## src/rtl/ab_input_conditioner.sv

```systemverilog
// Two-channel sync + debounce front end for the a/b sequence FSM.
// Ports: clk, rst (async low), en, a_raw/b_raw in; a/b, a_edge/b_edge, valid out.
// Optional macro AB_SINGLE_STEP_EN: a and b never commit on the same edge.
module ab_input_conditioner #(
  parameter int SYNC_STAGES = 2,
  parameter int DB_CNT      = 4,
  parameter int CNT_W       = 3
) (
  input  logic clk,
  input  logic rst,
  input  logic en,
  input  logic a_raw,
  input  logic b_raw,
  output logic a,
  output logic b,
  output logic a_edge,
  output logic b_edge,
  output logic valid
);

  localparam logic [CNT_W-1:0] DB_LAST =
    CNT_W'(DB_CNT - 1);
  localparam logic [CNT_W-1:0] SETTLE_LAST =
    CNT_W'(SYNC_STAGES + DB_CNT - 1);
  localparam logic [CNT_W-1:0] CNT_ONE =
    CNT_W'(1);

  localparam logic [0:0] ST_SETTLE = 1'b0;
  localparam logic [0:0] ST_RUN    = 1'b1;

  logic [SYNC_STAGES-1:0] a_sync_q, a_sync_d;
  logic [SYNC_STAGES-1:0] b_sync_q, b_sync_d;
  logic [CNT_W-1:0]       a_cnt_q, a_cnt_d;
  logic [CNT_W-1:0]       b_cnt_q, b_cnt_d;
  logic [CNT_W-1:0]       settle_cnt_q;
  logic [CNT_W-1:0]       settle_cnt_d;
  logic                   a_q, a_d;
  logic                   b_q, b_d;
  logic                   a_edge_q, a_edge_d;
  logic                   b_edge_q, b_edge_d;
  logic                   valid_q, valid_d;
  logic [0:0]             state_q, state_d;

  logic s_a, s_b;
  logic a_diff, b_diff;
  logic a_hit, b_hit;
  logic b_blk;
  logic a_cmt, b_cmt;

  // Chains shift every cycle; en gates
  // only the debounce and settle logic.
  always_comb begin
    a_sync_d = {a_sync_q[SYNC_STAGES-2:0], a_raw};
    b_sync_d = {b_sync_q[SYNC_STAGES-2:0], b_raw};
  end

  assign s_a = a_sync_q[SYNC_STAGES-1];
  assign s_b = b_sync_q[SYNC_STAGES-1];

  assign a_diff = s_a != a_q;
  assign b_diff = s_b != b_q;

  assign a_hit = en && a_diff
              && (a_cnt_q == DB_LAST);
  assign b_hit = en && b_diff
              && (b_cnt_q == DB_LAST);

`ifdef AB_SINGLE_STEP_EN
  // a wins a tie; b stays armed at
  // DB_LAST and retries next enabled edge.
  assign b_blk = a_hit && b_hit;
`else
  assign b_blk = 1'b0;
`endif

  assign a_cmt = a_hit;
  assign b_cmt = b_hit && !b_blk;

  always_comb begin
    a_cnt_d = a_cnt_q;
    if (en) begin
      unique case (1'b1)
        !a_diff: a_cnt_d = '0;
        a_hit:   a_cnt_d = '0;
        default: a_cnt_d = a_cnt_q + CNT_ONE;
      endcase
    end
  end

  always_comb begin
    b_cnt_d = b_cnt_q;
    if (en) begin
      unique case (1'b1)
        !b_diff: b_cnt_d = '0;
        b_blk:   b_cnt_d = b_cnt_q;
        b_hit:   b_cnt_d = '0;
        default: b_cnt_d = b_cnt_q + CNT_ONE;
      endcase
    end
  end

  always_comb begin
    a_d = a_cmt ? s_a : a_q;
    b_d = b_cmt ? s_b : b_q;
  end

  // Edges use the pre-edge valid, so a
  // commit on the settling edge stays silent.
  always_comb begin
    a_edge_d = a_cmt && valid_q;
    b_edge_d = b_cmt && valid_q;
  end

  always_comb begin
    state_d      = state_q;
    settle_cnt_d = settle_cnt_q;
    valid_d      = valid_q;
    unique case (1'b1)
      state_q == ST_SETTLE: begin
        if (en) begin
          settle_cnt_d = settle_cnt_q + CNT_ONE;
          if (settle_cnt_q == SETTLE_LAST) begin
            state_d = ST_RUN;
            valid_d = 1'b1;
          end
        end
      end
      default: begin
        state_d = ST_RUN;
        valid_d = 1'b1;
      end
    endcase
  end

  always_ff @(posedge clk or negedge rst) begin
    if (!rst) begin
      a_sync_q     <= '0;
      b_sync_q     <= '0;
      a_cnt_q      <= '0;
      b_cnt_q      <= '0;
      settle_cnt_q <= '0;
      a_q          <= 1'b0;
      b_q          <= 1'b0;
      a_edge_q     <= 1'b0;
      b_edge_q     <= 1'b0;
      valid_q      <= 1'b0;
      state_q      <= ST_SETTLE;
    end else begin
      a_sync_q     <= a_sync_d;
      b_sync_q     <= b_sync_d;
      a_cnt_q      <= a_cnt_d;
      b_cnt_q      <= b_cnt_d;
      settle_cnt_q <= settle_cnt_d;
      a_q          <= a_d;
      b_q          <= b_d;
      a_edge_q     <= a_edge_d;
      b_edge_q     <= b_edge_d;
      valid_q      <= valid_d;
      state_q      <= state_d;
    end
  end

  assign a      = a_q;
  assign b      = b_q;
  assign a_edge = a_edge_q;
  assign b_edge = b_edge_q;
  assign valid  = valid_q;

endmodule
```

## config.mk

```make
export PLATFORM = sky130hd
export DESIGN_NAME = ab_input_conditioner
export DESIGN_NICKNAME = d
export VERILOG_FILES = /design/src/rtl/ab_input_conditioner.sv
export SDC_FILE = /design/constraint.sdc
export NUM_CORES = 1
export LEC_CHECK = 0
export CORE_UTILIZATION = 30
export CTS_BUF_LIST = sky130_fd_sc_hd__clkbuf_16
export CTS_CLUSTER_SIZE = 28
export DETAILED_ROUTE_END_ITERATION = 12
export PLACE_DENSITY = 0.62
export REMOVE_ABC_BUFFERS = 1
export SLEW_MARGIN = 20
export SYNTH_ARGS = -nofsm -noshare
export SYNTH_HDL_FRONTEND = slang
export SYNTH_SLANG_ARGS = --single-unit
```

## constraint.sdc

```tcl
create_clock -name clk -period 1.4 [get_ports clk]
set_input_delay 0.21 -clock clk [delete_from_list [all_inputs] [get_ports clk]]
set_output_delay 0.21 -clock clk [all_outputs]
set_load 0.02 [all_outputs]
```

# Word level (Yosys, flattened, before mapping)
# Index checks and enable logic that the tools add are counted.
# word_totals
regBits	19
latch_bits	0
ram_bits	0
mem_bits_ro	0
input_bits	5
output_inout_bits	5
word_cells	42
n_memories	0
# classes
addsub	3
mul	0
div_mod_pow	0
magnitude_cmp	0
n_eq_ne	5
shift	0
n_mux	8
n_bitwise	1
reduce_logical	14
# op_table
operator	n
3-bit by 1-bit adder with 3-bit output (second input constant)	3
3-bit by 2-bit equality test with 1-bit output (second input constant)	2
1-bit logical AND	6
1-bit two-way mux	6
3-bit two-way mux	2
2-bit AND reduction	2
2-bit nonzero test	2
2-bit OR reduction	2
3-bit equality test (second input constant)	1
1-bit zero test	2
1-bit inequality test	2
1-bit inverter	1

# Logic depth before layout (Yosys ltp)
# logic_depth
word_depth	5
depth_mapped	4
depth_no_buf	4

# Least setup slack after synthesis
# No wires, ideal clock.
# synth_path
path_kind	register to register
start	register b_cnt_q[0]
end	register b_cnt_q[2]
setup_time_ns	0.082
t_arrival_ns	1.260
slack_ns	0.058
stages_incl_launch_ff	5
n_path_buf	0
synth_period_minus_slack_ns	1.342
cell_sequence	dfrtp_1 -> ha_1 -> ha_1 -> or3b_1 -> o22ai_1
# synth_between
elab_chain_cells	4
elab_cells_between_ends	5
classes_between	add/sub: 1; eq/ne: 1; mux: 1; reduce/logical: 2
# synth_lines
element	line	rtl
start, declared	34	logic [CNT_W-1:0] b_cnt_q, b_cnt_d;
start signal, assigned	152	b_cnt_q <= b_cnt_d;
parallel branches: the longest is 3 deep, another holds 3-bit by 1-bit adder with 3-bit output	n/a	
3-bit two-way mux (*)	93	unique case (1'b1)
# Mark *: on every way between the ends.
# A chain may end at the register's enable or synchronous reset.

# Worst setup path in the final report
# layout_path
start	register b_edge_q (netlist: b_edge)
end	output b_edge
# layout_rtl
element	line	rtl
start, declared	40	logic b_edge_q, b_edge_d;
start signal, assigned	157	b_edge_q <= b_edge_d;
end, declared	17	output logic b_edge,
# No word-level cell between the ends.

==> results.cfg <==
[floorplanning]
fp-row-count = 18
dieArea_sq_um = 2884
io_pins = 10
die_y_um = 53.71
core_area_sq_um = 2500
start_util_pct = 32.08
dieWidth_um = 53.71

[synth]
syn_inst = 63
ys_seq_elements = 19
netlist_area_sq_um = 802.0
synth_seq_area_share_pct = 59.28
avgSynthCellArea_sq_um = 12.73
yosys.area.top_type = dfrtp_1
ys_types = 18
synth_area_leaders = dfrtp_1, ha_1, or3b_1, xnor2_1, inv_1
yosys_warnings = 0
yosysTopAreaCellShare_pct = 59.28

[detailed_routing]
route.detailed.drc = 0
drt-total-wl_um = 1212
wl_per_cell_um = 11.02
dr_total_vias = 501
drt_first_pass_iters = 2
routed_via_density = 4.555
postRouteAntennaNets = 0
drt-initial-drc-count = 1

[clock_network]
root_buffer = clkbuf_16
clkSlewWorstSetupHoldPaths_ps = 50
cts_tree = built
cts_sinks = 19
cts_buffers = 3
clk_latency_ps = 250
cts_buffer_depth = 2
htree_levels = 1

[worst_setup_path]
crit_path_max_incr_delay_ps = 590
r2r_start = b_cnt_q[0]
cp.buffers_inverters = 1
regToRegSetupSlack_ps = 70
critPathSlowestCell = clkdlybuf4s50_1
crit_family = buffers and inverters
critPathRequiredTime_ps = 1190
endpoint_kind = primary output
cp_cell_sequence = clkdlybuf4s50_1
worst_r2r_path_depth = 4
timing.rr.end = b_cnt_q[2]
start_kind = flop
cp_max_fo = 1
worstSetupPathType = flop to primary output
crit_arrival_ps = 1150

[sta]
layout_setup_ws_ps = 38.78
max_freq_ghz = 0.7346
finalCritPeriodShare_pct = 97.23
max-slew-margin-rel_pct = 75.92
hold_viol_final = 0
finClkSkew_ps = 4.113
setup_viol = 0
drv_slew = 0
min_period_ps = 1361
finalSetupTns_ps = 0
hold-worst-slack_ps = 290.2
worst_slew_pin_slew_ps = 358.6

[final_layout]
finalNonFillerCells = 110
syn2layout_area_growth_pct = 30.11
multi_input_area_sq_um = 291.5
fill_cells = 237
antenna_cells = 0
final_nets = 92
drive_above_1_share_pct = 21.25
seqCellArea_sq_um = 475.5

[global_route]
grt_pass1_vias = 526
track_usage_pct = 11.64
grt_pass1_wl_um = 2290
antenna_found_initial = 0
grt-ovfl-total = 0
grt_max_degree = 20

[pwr]
p_per_area_nw_per_um2 = 1886
vdd_drop_max_uv = 1163
p_leak_uw = 0.0004804

[flow_run]
maxCapViolCount = 0

[status]
status = finished clean

[min_path]
holdCritPathClass = input pin to asynchronous set/reset pin

[placement]
dp.cells = 104
place_congestion = 0.7201
dp_slack_ps = -9.339
dp_hpwl_um = 847
io_buffer_count = 9
cells in the final DEF, fill, tap and decap left out:
cell type         n
or2_2             1
dlygate4sd2_1     3
ha_1              2
or3b_1            4
o22ai_1           4
ha_2              4
nand3b_1          1
o32ai_1           2
mux2_2            2
dlymetal6s2s_1    1
clkdlybuf4s50_1   5
dfrtp_1          19
a31o_2            1
inv_1             8
nor2_1            2
buf_4             6
nand2_1           4
xnor2_1           4
clkbuf_16         3
nand3_1           2
mux2i_1           1
nand2b_1          1
flip-flops by register name (all words and copies together) (netlist names):
name	flops
a_cnt_q	3
b_cnt_q	3
settle_cnt_q	3
a_sync_q	2
b_sync_q	2
a	1
a_edge	1
b	1
b_edge	1
state_q	1
valid	1
cells by family (layout without fill, tap and decap cells):
kind of cell,Yosys count,count (layout),share of synthesized area (%)
buffers and inverters,9,26,5.617
adders and majority gates,6,6,9.360
and+or+nand+nor,15,15,10.92
AOI/OAI and AO/OA,7,7,6.396
xor gates and xnor gates,4,4,4.368
DFF,19,19,59.28
muxes,3,3,4.056
power breakdown:
group	internal (uW)	switching, uW	leakage (uW)
Combinational	308	266	0.000205
Sequential	718	109	0.000233
Clock	379	187	0.0000423
Total	1410	563	0.000480
routing by layer:
metal	share of wire (%)	global-route usage, %	wire length [um]	vias to the layer above
met5	0	0	0	-
met4	2.1	6.579	26	0
met3	4.2	5.085	51	5
met2	48	17.49	577	8
met1	46	13.73	556	241
li1	-	-	-	247
cell usage after synthesis, drive strengths merged:
| cell | count |
|---|---|
| a31o | 1 |
| buf | 2 |
| dfrtp | 19 |
| ha | 6 |
| inv | 7 |
| mux2 | 2 |
| mux2i | 1 |
| nand2 | 4 |
| nand2b | 1 |
| nand3 | 2 |
| nand3b | 1 |
| nor2 | 2 |
| o22ai | 4 |
| o32ai | 2 |
| or2 | 1 |
| or3b | 4 |
| xnor2 | 4 |
metrics by stage:
| stage | util (%) | area, sq um | total power [uW] |
|---|---|---|---|
| after floorplan | - | 783.3 | 1198 |
| after global placement | 37.64 | 940.9 | 1360 |
| after detailed placement | 37.64 | 940.9 | 1389 |
| after CTS | 40.84 | 1021 | 1958 |
| after global routing | 41.74 | 1044 | 2138 |
| final | 41.74 | 1044 | 1968 |
worst max-delay path by stage:
| stage | slack, ps | cells past startpoint | end | start |
|---|---|---|---|---|
| after floorplan | 60 | 4 | b_cnt_q[2] | b_cnt_q[0] |
| after global placement | 20 | 4 | b_cnt_q[0] | en |
| after detailed placement | -9 | 4 | b_cnt_q[2] | b_cnt_q[0] |
| after CTS | 10 | 1 | a_edge | a_edge |
| after global routing | -2 | 4 | a_cnt_q[2] | a_cnt_q[0] |
| final | 40 | 1 | b_edge | b_edge |
cell type report:
class                      instances  area share, %
clock inverter                     1         0.3597
timing repair buffer              15          12.83
multi-input combinational         35          27.94
inverter                           7          2.518
sequential                        19          45.56
tap                               30          3.597
clock buffer                       3          7.194
what timing repair did:
item / CTS / global route
setup endpoints to repair: 6 / 6
gates resized for setup: 5 / 3
pin swaps: 0 / 2
setup buffers: 0 / 2
hold buffers: 0 / 0
Note: power is estimated with default switching activity, not from simulation.
